$ cat src/rtl/fifo_wr_arbiter.sv
// rtl/fifo_wr_arbiter.sv - round-robin burst arbiter sharing one FIFO write port between NUM_REQ producers
module fifo_wr_arbiter #(
    parameter int NUM_REQ   = 4,
    parameter int WIDTH     = 8,
    parameter int MAX_BURST = 4
) (
    input  logic                       clk,
    input  logic                       rst,
    input  logic [NUM_REQ-1:0]         req_valid,
    input  logic [NUM_REQ*WIDTH-1:0]   req_data,
    output logic [NUM_REQ-1:0]         req_ready,
    input  logic                       fifo_full,
    output logic                       fifo_w_en,
    output logic [WIDTH-1:0]           fifo_wdata,
    output logic [$clog2(NUM_REQ)-1:0] grant_id,
    output logic                       busy
);
    localparam int IDW = $clog2(NUM_REQ);
    localparam int CW  = $clog2(MAX_BURST + 1);
    localparam logic [IDW-1:0] LAST_IDX  = IDW'(NUM_REQ - 1);
    localparam logic [CW-1:0]  LAST_BEAT = CW'(MAX_BURST - 1);

    typedef enum logic {IDLE, GRANT} state_t;

    state_t         state, state_nxt;
    logic [IDW-1:0] last_id, last_id_nxt, grant_nxt;
    logic [IDW-1:0] pick, cand;
    logic [CW-1:0]  beat_cnt, beat_nxt;
    logic           found;

    // Search starts just past the previous grantee so it ends up with lowest priority.
    always_comb begin
        found = 1'b0;
        pick  = '0;
        cand  = last_id;
        for (int k = 0; k < NUM_REQ; k++) begin
            cand = (cand == LAST_IDX) ? '0 : cand + 1'b1;
            if (!found && req_valid[cand]) begin
                found = 1'b1;
                pick  = cand;
            end
        end
    end

    always_comb begin
        req_ready  = '0;
        fifo_w_en  = 1'b0;
        fifo_wdata = '0;
        if (state == GRANT) begin
            req_ready[grant_id] = !fifo_full;
            fifo_w_en           = req_valid[grant_id] & !fifo_full;
            fifo_wdata          = req_data[int'(grant_id)*WIDTH +: WIDTH];
        end
    end

    assign busy = (state == GRANT);

    always_comb begin
        state_nxt   = state;
        grant_nxt   = grant_id;
        last_id_nxt = last_id;
        beat_nxt    = beat_cnt;
        case (state)
            IDLE: begin
                if (found) begin
                    state_nxt = GRANT;
                    grant_nxt = pick;
                    beat_nxt  = '0;
                end
            end
            GRANT: begin
                if (fifo_w_en) begin
                    beat_nxt = beat_cnt + 1'b1;
                end
                // Full alone never releases; only the burst limit or a finished producer does.
                if ((fifo_w_en && beat_cnt == LAST_BEAT) || !req_valid[grant_id]) begin
                    state_nxt   = IDLE;
                    last_id_nxt = grant_id;
                    beat_nxt    = '0;
                end
            end
            default: state_nxt = IDLE;
        endcase
    end

    always_ff @(posedge clk) begin
        if (rst) begin
            state    <= IDLE;
            grant_id <= '0;
            last_id  <= LAST_IDX;
            beat_cnt <= '0;
        end else begin
            state    <= state_nxt;
            grant_id <= grant_nxt;
            last_id  <= last_id_nxt;
            beat_cnt <= beat_nxt;
        end
    end
endmodule

$ cat config.mk
export PLATFORM = sky130hd
export DESIGN_NAME = fifo_wr_arbiter
export DESIGN_NICKNAME = d
export VERILOG_FILES = /design/src/rtl/fifo_wr_arbiter.sv
export SDC_FILE = /design/constraint.sdc
export NUM_CORES = 1
export LEC_CHECK = 0
export BUFFER_PORTS_ARGS = -buffer_cell sky130_fd_sc_hd__buf_2
export CORE_ASPECT_RATIO = 1.4
export CORE_MARGIN = 8
export CORE_UTILIZATION = 41
export DETAILED_ROUTE_END_ITERATION = 10
export PLACE_DENSITY = 0.81
export SLEW_MARGIN = 15
export SYNTH_ARGS = -nofsm -noshare
export SYNTH_HDL_FRONTEND = slang
export SYNTH_SLANG_ARGS = --single-unit
$ cat constraint.sdc
create_clock -name clk -period 1.7 [get_ports clk]
set_input_delay 0 -clock clk [delete_from_list [all_inputs] [get_ports clk]]
set_output_delay 0 -clock clk [all_outputs]
set_load 0.03 [all_outputs]
# Word level (Yosys, flattened, before mapping)
# Cells that the tools add are included.
# totals
wordCells	74
register_bits	8
out_inout_bits	16
# classes
n_reduce_logical	14
order_cmp	6
shifts	1
n_addsub	5
n_mux	34
bitwise_logic	3
n_eq_ne	7
# op_table
operator	n
$shiftx A32 B6 Y8	1
$mux W2	8
$lt A2 B3 Y1 const B	5
$mux W1	13
$bmux W1 S2	5
$mux W3	3
$add A2 B1 Y2 const B	4
$eq A2 B2 Y1 const B	4
$mux W8	1
$pmux W3 S2	1
$reduce_and A2 Y1	3
$logic_and A1 B1 Y1	5
$logic_not A1 Y1	5
$and A4 B4 Y4	1
$mux W4	1
$add A3 B1 Y3 const B	1
$eq A3 B2 Y1 const B	1
$ne A3 B2 Y1 const B	1
$demux W1 S2	1
$ge A2 B1 Y1 const B	1
$ne A2 B2 Y1 const B	1
$pmux W1 S2	1
$and A1 B1 Y1	1
$logic_or A1 B1 Y1	1
$not A1 Y1	1

# Depth between registers and ports, before layout
# depth
word_depth	16
mapped_depth	6
mapped_depth_nobuf	6

# Worst setup path before layout
# OpenSTA, ideal clock, no wires.
# synth_timing
path_kind	reg-to-output
from	reg grant_id[1]
to	out req_ready[2]
t_arrival_ns	1.840
setup_slack_ns	-0.140
path_stages_with_launch	4
t_required_ns	1.700
cell_sequence	dfxtp_1 -> clkbuf_1 -> clkbuf_1 -> nor3b_1
# synth_between
elab_chain_cells	6
elab_cells_between_ends	7
classes_between	2 x order compare; 3 x mux; 1 x bitwise; 1 x reduce/logical
# synth_rtl
item	line	source
start: declaration	15	output logic [$clog2(NUM_REQ)-1:0] grant_id,
start signal: assignment	94	grant_id <= grant_nxt;
$lt A2 B3 Y1 (not written as such) or $ge A2 B1 Y1 (tied branches)	50	req_ready[grant_id] = !fifo_full;
$logic_and A1 B1 Y1 (not written as such)	50	
$mux W1 (not written as such)	50	
$demux W1 S2 *	50	
$and A4 B4 Y4 (no source line) *	n/a	
$mux W4 *	49	if (state == GRANT) begin
end: declaration	11	output logic [NUM_REQ-1:0] req_ready,
# Mark *: on every way between the ends. The rest lies on a longest branch, timed or not.

# Worst setup path in the final report
# layout_timing
from	reg grant_id[0]
to	out fifo_wdata[4]
# layout_between
elab_chain_cells	2
# layout_rtl
item	line	source
$shiftx A32 B6 Y8	52	fifo_wdata = req_data[int'(grant_id)*WIDTH +: WIDTH];
$mux W8	49	
end: declaration	14	output logic [WIDTH-1:0] fifo_wdata,
# No other way between the ends.

==> run summary <==
Status -> completed
Final Cycle Share -> 0.9651
Clock buffer count from CTS -> 3
Reg power frac -> 0.307
Met2 Usage GRT -> 0.2289
Syn Std Cell Area -> 835.8 µm²
Syn avg cell area -> 9.950 µm²
Endpoints failing setup -> 0
Share of cells above drive strength 1 -> 0.5435
Die X -> 54.16 µm
Fmax -> 0.6095 GHz
Worst slew margin relative to its limit -> 0.7841
1st-pass router iterations -> 4
Worst-case vdd ir drop -> 0.3000 mV
Clk pwr share -> 0.195
Syn Inst Count -> 84
Post-synth EDFFs -> 0
Pin slew with the least headroom to its limit -> 0.3239 ns
CP max FO -> 7
CTS tree -> built
Routed WL -> 2.628 mm
HPWL Detailed -> 2.224 mm
Inserted Diodes -> 0
Clk sinks -> 8
Root buf cell -> clkbuf_4
Sequential area share after synthesis -> 0.1916
Combinational Power Share -> 0.498
Routed len/inst -> 16.53 µm
Via count -> 910
H-tree lvl count -> 1
DR iter-0 viols -> 10
Final hold violations -> 0
GRT Max-Usage Layer -> met2
Synth Register Bits -> 8
CP Capture Type -> primary output
Core Area -> 0.001949 mm²
Ports -> 55
Clock Tree Buf Depth -> 2
Required time worst endpoint -> 1.70 ns
Overall track demand over capacity in global routing -> 0.1281
Clock Pin Slew Worst Setup and Hold Paths -> 0.05 ns
DRC -> 0
Port bufs -> 54
P&R area growth vs syn -> 38.77%
Vias in the first global route -> 904
Initial Util -> 0.4288
Mapped Nets -> 126
Maxcap violations -> 0
Leakage power -> 0.0005499 µW
Worst Path Arrival -> 1.64 ns
RSZ-0062 raised after global routing -> true
Total gr overflow -> 0
Overall power -> 749.7 µW
Hold_ws -> 0.02729 ns
Clk_lat worst skew -> 0.26 ns
Top_reg_cell synth -> dfxtp_1
Final min period -> 1.641 ns
Post-synthesis async set-or-reset flop share -> 0
Die Height -> 69.42 µm
Yosys cell types -> 35
Max Slew Vio Count -> 0
Global-route wire length before repair -> 3.801 mm
Clk_skew -> 0.006024 ns
Routability cong. -> 0.8128
Switching Fraction -> 0.3814
Routing usage on met1 -> 0.1121
Die area -> 0.003760 mm²
Int Pwr -> 463.7 µW
Initial antenna violation count -> 0
Pin count of the biggest net entering global routing -> 20
Post-route ant nets -> 0
Switching power -> 285.9 µW
Vias per inst -> 5.723
Crit start category -> flip-flop
Total setup buffers inserted after CTS -> 0
PwrDens -> 646.3 mW/mm²
Crit Path Class -> flip-flop to primary output
M3 GR Usage -> 0.05794
Syn. warnings -> 0
Site Rows -> 19
HP Class -> input pin to flip-flop
# nets final -> 182
per-layer routing:
metal	wire length, µm	vias up
li1	-	434
met1	877	416
met2	1206	55
met3	499	5
met4	44	0
met5	0	-
worst max-delay path, stage by stage (launching register included):
cell and delay, ns:
dfxtp_4 0.36, buf_6 0.13, mux4_1 0.56, and2_1 0.17, buf_2 0.17
registers in the layout (all words and copies together) (netlist names):
signal    cells
beat_cnt      3
grant_id      2
last_id       2
busy          1
kinds of logic (layout without fill, tap and decap cells):
logic type,Yosys count,in the layout,share of synthesized area
AOI/OAI and AO/OA,18,18,0.1767
adders and majority gates,3,3,0.04491
buffers and inverters,9,63,0.05089
DFF,8,8,0.1916
muxes,10,10,0.2695
and+or+nand+nor,36,36,0.2665
cell type report:
type / count / area, µm²
Tap cell: 21 / 26.28
Clock buffer: 3 / 22.52
Multi-Input combinational cell: 67 / 638.1
Sequential cell: 8 / 165.2
Timing Repair Buffer: 57 / 296.5
Inverter: 3 / 11.26
Fill cell: 166 / 789.5
power by group through the flow:
stage	Sequential [µW]	Clock, µW	Combinational (µW)
final	230	146	373
after global routing	234	165	401
after CTS	229	160	375
after detailed placement	233	0	375
after global placement	231	0	362
after floorplan	237	0	254
through the flow:
| stage | setup TNS (ns) | std cells | area, µm² | setup WS, ns | util |
|---|---|---|---|---|---|
| after floorplan | 0 | 84 | 842.1 | 0.05595 | - |
| after global placement | 0 | 156 | 1130 | 0.2714 | 0.5796 |
| after detailed placement | 0 | 156 | 1130 | 0.2135 | 0.5796 |
| after CTS | 0 | 159 | 1152 | 0.00002531 | 0.5911 |
| after global routing | -0.02212 | 159 | 1160 | -0.01542 | 0.5950 |
| final | 0 | 159 | 1160 | 0.05928 | 0.5950 |
cells in the final DEF (no fill, tap or decap), types with 2 or more instances in the layout:
cell and instances:
buf_2 54, and2_1 9, nand2b_1 7, mux4_2 6
dfxtp_1 6, nor2_1 5, o21ai_0 4, mux4_1 3
inv_1 3, nand3b_1 3, ha_1 3, clkbuf_4 3
nor3_1 2, nand2_1 2, o31ai_1 2, a21oi_1 2
buf_4 2
repair_timing:
item	4_1_cts	5_1_grt
resized for setup	0	3
hold buffers	0	0
setup endpoints to repair	0	8
Yosys cell counts, drive strengths merged, types with 2 or more instances:
library cell,number,area share
a21oi,2,0.012
and2,9,0.067
and4b,2,0.028
buf,2,0.019
clkbuf,4,0.018
dfxtp,8,0.19
ha,3,0.045
inv,3,0.013
mux4,9,0.26
nand2,3,0.016
nand2b,7,0.052
nand3b,3,0.027
nor2,5,0.022
nor3,2,0.012
nor3b,2,0.018
o21ai,4,0.024
o22ai,2,0.022
o31ai,2,0.018
final timing paths:
kind	startpoint	to	slack (ns)	depth (start not counted)
max	grant_id[0]	fifo_wdata[4]	0.06	4
min	rst	grant_id[1]	0.03	2
max reg2reg	last_id[0]	grant_id[0]	0.21	5
min reg2reg	beat_cnt[1]	beat_cnt[1]	0.48	2
(Power assumes the default switching activity.)
